File: src/rtl/irq_controller.sv
// ---------------------------------------------------------------------------
// irq_controller
//
// Sixteen-source interrupt controller with an 8-byte CPU register window.
// Each raw source level is synchronised, rising edges latch into PEND, and
// PEND & MASK (ACT) drives an active-low interrupt request. Reading the ID
// register acknowledges the lowest-index active source and forces irq_n high
// for HOLDOFF cycles.
//
// Register window (offset from BASE_ADDR):
//   0  PEND[7:0]   read, write-1-to-clear
//   1  PEND[15:8]  read, write-1-to-clear
//   2  MASK[7:0]   read/write
//   3  MASK[15:8]  read/write
//   4  ID          read only: {valid, 3'b0, idx}; starting a read acknowledges
//   5  CTRL        bit0 GEN (global enable), bits 7:1 read 0
//   6,7            reserved: read 0, writes ignored
//
// Ports:
//   clk    in   system clock, rising edge
//   reset  in   synchronous, active-high reset
//   src    in   16 raw asynchronous interrupt source levels
//   addr   in   16-bit CPU address
//   din    in   8-bit CPU write data
//   wr_en  in   write strobe (may be held several cycles; acts once)
//   rd_en  in   read strobe (may be held several cycles)
//   dout   out  read data, combinational from registered state
//   hit    out  addr lies within BASE_ADDR..BASE_ADDR+7
//   irq_n  out  registered active-low interrupt request
// ---------------------------------------------------------------------------
module irq_controller #(
  parameter logic [15:0] BASE_ADDR = 16'hFE00,
  // Cycles irq_n is forced high after an acknowledge; must be at least 1.
  parameter int          HOLDOFF   = 4
) (
  input  logic        clk,
  input  logic        reset,
  input  logic [15:0] src,
  input  logic [15:0] addr,
  input  logic [7:0]  din,
  input  logic        wr_en,
  input  logic        rd_en,
  output logic [7:0]  dout,
  output logic        hit,
  output logic        irq_n
);

  localparam int CW = $clog2(HOLDOFF + 1);

  typedef enum logic [1:0] {
    IDLE,
    ASSERT,
    HOLD
  } state_t;

  // Register offsets inside the window.
  localparam logic [2:0] OFF_PEND_LO = 3'd0;
  localparam logic [2:0] OFF_PEND_HI = 3'd1;
  localparam logic [2:0] OFF_MASK_LO = 3'd2;
  localparam logic [2:0] OFF_MASK_HI = 3'd3;
  localparam logic [2:0] OFF_ID      = 3'd4;
  localparam logic [2:0] OFF_CTRL    = 3'd5;

  // -------------------------------------------------------------------------
  // State
  // -------------------------------------------------------------------------
  logic [15:0]   sync1;
  logic [15:0]   sync2;
  logic [15:0]   prev;
  logic [1:0]    warm;      // counts edges since reset until the sync chain holds real samples
  logic [15:0]   pend;
  logic [15:0]   mask;
  logic          gen;
  logic          wr_en_q;
  logic          rd_en_q;
  logic [7:0]    id_hold;
  logic [CW-1:0] cnt;
  state_t        state;

  // -------------------------------------------------------------------------
  // Address decode
  // -------------------------------------------------------------------------
  // 17-bit difference: an address below BASE_ADDR wraps to a large value,
  // so one unsigned compare covers both ends of the window.
  logic [16:0] rel;
  logic [2:0]  offset;

  assign rel    = {1'b0, addr} - {1'b0, BASE_ADDR};
  assign hit    = (rel < 17'd8);
  assign offset = rel[2:0];

  // Accesses act only on the first cycle of a strobe that hits the window.
  logic wr_start;
  logic rd_start;
  logic id_rd_start;

  assign wr_start    = wr_en & ~wr_en_q & hit;
  assign rd_start    = rd_en & ~rd_en_q & hit;
  assign id_rd_start = rd_start & (offset == OFF_ID);

  // -------------------------------------------------------------------------
  // Edge detection
  // -------------------------------------------------------------------------
  // The synchronisers come out of reset holding zero rather than the real
  // source level, so a source held high across reset would look like a new
  // rising edge. Edges are ignored until sync2 and prev both carry samples
  // taken after reset was released.
  logic        edge_en;
  logic [15:0] rise;

  assign edge_en = (warm == 2'd3);
  assign rise    = sync2 & ~prev & {16{edge_en}};

  // -------------------------------------------------------------------------
  // Active sources and ID
  // -------------------------------------------------------------------------
  logic [15:0] act;
  logic        any_act;
  logic [3:0]  idx;
  logic [7:0]  id;

  assign act     = pend & mask;
  assign any_act = |act;

  // Lowest-index set bit wins: scanning downward lets the last match stand.
  // NOTE: every variable written in a combinational block gets a default
  // first, otherwise paths that skip the assignment infer a latch.
  always_comb begin
    idx = '0;
    for (int i = 15; i >= 0; i--) begin
      if (act[i]) idx = 4'(i);
    end
  end

  assign id = {any_act, 3'b000, idx};

  // -------------------------------------------------------------------------
  // PEND clear sources: W1C writes and the ID auto-acknowledge
  // -------------------------------------------------------------------------
  logic [15:0] pend_clr;

  always_comb begin
    pend_clr = '0;
    if (wr_start && offset == OFF_PEND_LO) pend_clr[7:0]  = din;
    if (wr_start && offset == OFF_PEND_HI) pend_clr[15:8] = din;
    if (id_rd_start && any_act)            pend_clr[idx]  = 1'b1;
  end

  // -------------------------------------------------------------------------
  // Datapath registers
  // -------------------------------------------------------------------------
  // NOTE: sequential state uses non-blocking assignments so every register
  // samples the values present before the clock edge, independent of the
  // order of statements or blocks.
  always_ff @(posedge clk) begin
    if (reset) begin
      sync1   <= '0;
      sync2   <= '0;
      prev    <= '0;
      warm    <= '0;
      pend    <= '0;
      mask    <= '0;
      gen     <= 1'b0;
      wr_en_q <= 1'b0;
      rd_en_q <= 1'b0;
      id_hold <= '0;
    end else begin
      sync1   <= src;
      sync2   <= sync1;
      prev    <= sync2;
      if (warm != 2'd3) warm <= warm + 2'd1;
      wr_en_q <= wr_en;
      rd_en_q <= rd_en;

      // A new edge outranks a clear landing on the same bit.
      pend <= (pend & ~pend_clr) | rise;

      if (wr_start) begin
        case (offset)
          OFF_MASK_LO: mask[7:0]  <= din;
          OFF_MASK_HI: mask[15:8] <= din;
          OFF_CTRL:    gen        <= din[0];
          default:     ;
        endcase
      end

      if (rd_start) id_hold <= id;
    end
  end

  // -------------------------------------------------------------------------
  // Interrupt FSM; irq_n is written alongside the next state so it is a
  // registered decode of that state.
  // -------------------------------------------------------------------------
  // When the HOLD count expires the IDLE decision is taken on that same edge,
  // so irq_n is forced high for exactly HOLDOFF cycles and can fall again
  // immediately if sources are still active.
  always_ff @(posedge clk) begin
    if (reset) begin
      state <= IDLE;
      irq_n <= 1'b1;
      cnt   <= '0;
    end else begin
      case (state)
        IDLE: begin
          if (gen && any_act) begin
            state <= ASSERT;
            irq_n <= 1'b0;
          end
        end

        ASSERT: begin
          if (id_rd_start) begin
            state <= HOLD;
            irq_n <= 1'b1;
            cnt   <= CW'(HOLDOFF - 1);
          end else if (!(gen && any_act)) begin
            state <= IDLE;
            irq_n <= 1'b1;
          end
        end

        HOLD: begin
          if (cnt == '0) begin
            if (gen && any_act) begin
              state <= ASSERT;
              irq_n <= 1'b0;
            end else begin
              state <= IDLE;
              irq_n <= 1'b1;
            end
          end else begin
            cnt <= cnt - CW'(1);
          end
        end

        default: begin
          state <= IDLE;
          irq_n <= 1'b1;
        end
      endcase
    end
  end

  // -------------------------------------------------------------------------
  // Read data
  // -------------------------------------------------------------------------
  // During a held ID read the value latched at the start is returned so it
  // cannot change under the CPU; on the first cycle the live ID equals what
  // is being latched.
  always_comb begin
    dout = '0;
    if (hit) begin
      case (offset)
        OFF_PEND_LO: dout = pend[7:0];
        OFF_PEND_HI: dout = pend[15:8];
        OFF_MASK_LO: dout = mask[7:0];
        OFF_MASK_HI: dout = mask[15:8];
        OFF_ID:      dout = (rd_en && rd_en_q) ? id_hold : id;
        OFF_CTRL:    dout = {7'b0, gen};
        default:     dout = '0;
      endcase
    end
  end

endmodule

File: config.mk
export PLATFORM = sky130hd
export DESIGN_NAME = irq_controller
export DESIGN_NICKNAME = d
export VERILOG_FILES = /design/src/rtl/irq_controller.sv
export SDC_FILE = /design/constraint.sdc
export NUM_CORES = 1
export LEC_CHECK = 0
export ABC_AREA = 1
export CAP_MARGIN = 5
export CORE_MARGIN = 2
export CORE_UTILIZATION = 25
export CTS_CLUSTER_SIZE = 24
export DETAILED_ROUTE_END_ITERATION = 6
export PLACE_DENSITY = 0.45
export SETUP_SLACK_MARGIN = 0.1
export SYNTH_ARGS = -nofsm -noshare
export SYNTH_HDL_FRONTEND = slang
export SYNTH_SLANG_ARGS = --single-unit
File: constraint.sdc
create_clock -name clk -period 3 [get_ports clk]
set_input_delay 0.3 -clock clk [delete_from_list [all_inputs] [get_ports clk]]
set_output_delay 0.3 -clock clk [all_outputs]
set_load 0.02 [all_outputs]
==> run metrics <==
Synth Flop Type dfxtp_1; Initial DRC Count 171; post-route cell area 0.005281 mm2; via/cell ratio 4.251; ANT cells 0; ys async rst share 0%; critical path required time 2700 ps; cell taking the most area after synthesis dfxtp_1; Top Ports 54; H-tree depth 3; HPWL after DPL 8095 um; Row Count 47; met2 WL 4861 um; Post-Synthesis Cells 566; power per cell area 506.3 mW/mm2; placed cell area 0.004985 mm2; Overflow after GRT 0; Synth Cell Area 0.004156 mm2; RSZ-0062 raised after global routing yes; Slew @ Worst Pin 1050 ps; Net Count, Synth 613; Worst Setup Start Kind flop; global placement routability congestion 0.8723; Die Span X 132.9 um; TritonCTS Buffers 9; largest cells by area after synthesis dfxtp_1, nand2_1, inv_1, nor2_1, o21ai_0; met3 WL 639 um; Post-route DRC 0; die area 0.01767 mm2; number of global-route vias before repair 3640; initial antenna violation count 0; CTS sink cnt 96; area grow syn2layout 27.06%; maxcap violations 0; Worst-Skew Late Latency 350 ps; remaining antenna violation count 0; Core Region 0.01641 mm2; EDFF count, synth 0; PortBufs 53; pin count of the biggest net entering global routing 65; FILL cells 1743; FMAX 368.0 MHz; worst vdd ir 281.3 uV; first-pass iteration count of the detailed router 4; WS Path Type reg2out; total global-route track usage 13.07%; min-delay worst type reg2reg; Worst slew margin 29.90%; Seq cells post-synth 96; crit path time final 2717 ps; layout cells sized above 1 10.09%; Flop pwr share 49.8%; Yosys warning total 0; Nets 676; placed insts 838; area share of the largest cell type after synthesis 46.24%; Starting Density 25.33%; # setup viols final 0; drt wl/cell 12.65 um; maximum buffer depth of the clock tree 2; Post-CTS Repair Setup Buffers 0; Distinct cells, synth 36; leakage 2.336 nW; TritonCTS clock tree yes; Crit Path Max Fanout 3; first-pass GRT wire length 18130 um; Mean Syn Cell Area 7.344 um2; count leader, synth nand2_1; outcome finished clean; most frequent cells after synthesis nand2_1, dfxtp_1, inv_1; setup TNS 0 ps; Final Hold Fails 0; Tot Pwr 0.002674 W; crit share post-route 90.58%; hold-fix buffer count after cts 0; crit end category primary output; clock network fraction of total power 43.0%; WHS 402.3 ps; final wirelength 10800 um; CTS clk-pin slew, worst paths 70 ps; net switching power 0.0006820 W; met1 WL 5119 um; register area share after synthesis 46.24%; Die Y 132.9 um; highest routed layer met4; Layout Cells excl Fill 854; CP Data Arrival Time 2420 ps; Net Sw Frac 25.51%; DR vias 3630; Slew Viols, Final 0; root buf cell clkbuf_16; Gate power share 7.2%; internal power 0.001992 W; Setup Skew 7.856 ps
## metrics by stage
| step | setup WS (ps) | util, % |
|---|---|---|
| after floorplan | 1045 | - |
| after global placement | 214.2 | 30.38 |
| after detailed placement | 229.5 | 30.38 |
| after CTS | 164.1 | 32.17 |
| after global routing | 87.45 | 32.19 |
| final | 282.7 | 32.19 |
## cells in the final DEF, fill, tap and decap left out, drive strengths merged
| cell type | count |
|---|---|
| nor4 | 2 |
| a221oi | 2 |
| o2111ai | 3 |
| o21ai | 36 |
| clkdlybuf4s50 | 47 |
| a21oi | 34 |
| dfxtp | 96 |
| buf | 14 |
| clkinv | 5 |
| inv | 101 |
| nor3 | 17 |
| o21bai | 1 |
| nor2 | 98 |
| nand3b | 1 |
| a32o | 1 |
| ha | 3 |
| nand2 | 114 |
| o211ai | 11 |
| clkbuf | 10 |
| nand3 | 10 |
| dlymetal6s2s | 2 |
| a211oi | 2 |
| a41oi | 4 |
| dlygate4sd2 | 1 |
| xor2 | 1 |
| a22oi | 7 |
| a31oi | 3 |
| clkdlybuf4s15 | 1 |
| nand4 | 7 |
## critical path: stages (launching register included)
cell             delay [ps]
dfxtp_1                 330
nand2_1                 130
nand2_1                 100
nor2_2                  170
inv_1                    90
nor2_1                  120
inv_2                    70
a21oi_1                 170
inv_1                   100
nand2_1                  70
o211ai_1                140
a41oi_1                 230
clkdlybuf4s15_1         340
## logic make-up after synthesis
kind of cell	share of synthesized area, %
AO/OA/AOI/OAI	15.53
buffers and inverters	10.63
adder cells (fa/ha/maj)	0.9032
AND/OR/NAND/NOR	26.49
flip-flops	46.24
XOR/XNOR	0.2108
## path summary, 6_finish.rpt
| path | from | to | slack, ps | cells past startpoint |
|---|---|---|---|---|
| max reg2reg | mask[0]$_SDFFE_PP0P_ | pend[1]$_SDFF_PP0_ | 970 | 13 |
| max | pend[9]$_SDFF_PP0_ | dout[2] | 280 | 12 |
| min reg2reg | sync1[13]$_SDFF_PP0_ | sync2[13]$_SDFF_PP0_ | 400 | 2 |
| min | sync1[13]$_SDFF_PP0_ | sync2[13]$_SDFF_PP0_ | 400 | 2 |
## what timing repair did
item                       in CTS  in global routing
hold endpoints to repair        0                  0
gates resized for setup         3                  5
setup endpoints to repair       3                  4
## cell type report
type	count	area (um2)	area share (%)
multi-input cells	357	1793	33.95
repair buffers	66	621.8	11.77
clock buffers	9	225.2	4.264
inverters	99	371.6	7.036
flip-flops and latches	96	1922	36.39
well taps	220	275.3	5.212
clock inverters	7	72.57	1.374
## sequential cells by signal, summed over array words and instances (netlist names), 2 cells and up
signal	count
warm	2
mask	16
cnt	3
sync2	16
state	2
sync1	16
prev	16
id_hold	5
pend	16
## power groups by stage
| stage | sequential (W) | combinational [W] | clock [W] |
|---|---|---|---|
| 2_1_floorplan | 0.00136 | 0.000103 | 0 |
| 5_1_grt | 0.00134 | 0.000222 | 0.00124 |
| 3_5_place_dp | 0.00136 | 0.000196 | 0 |
| 3_3_place_gp | 0.00136 | 0.000192 | 0 |
| 6_report | 0.00133 | 0.000193 | 0.00115 |
| 4_1_cts | 0.00133 | 0.000197 | 0.00119 |
## metal layers
layer | vias up | track usage, %
met3 | 14 | 3.295
met5 | - | 0
li1 | 1941 | -
met1 | 1588 | 17.19
met2 | 87 | 20.98
met4 | 0 | 4.241
Note: power is estimated with default switching activity, not from simulation.
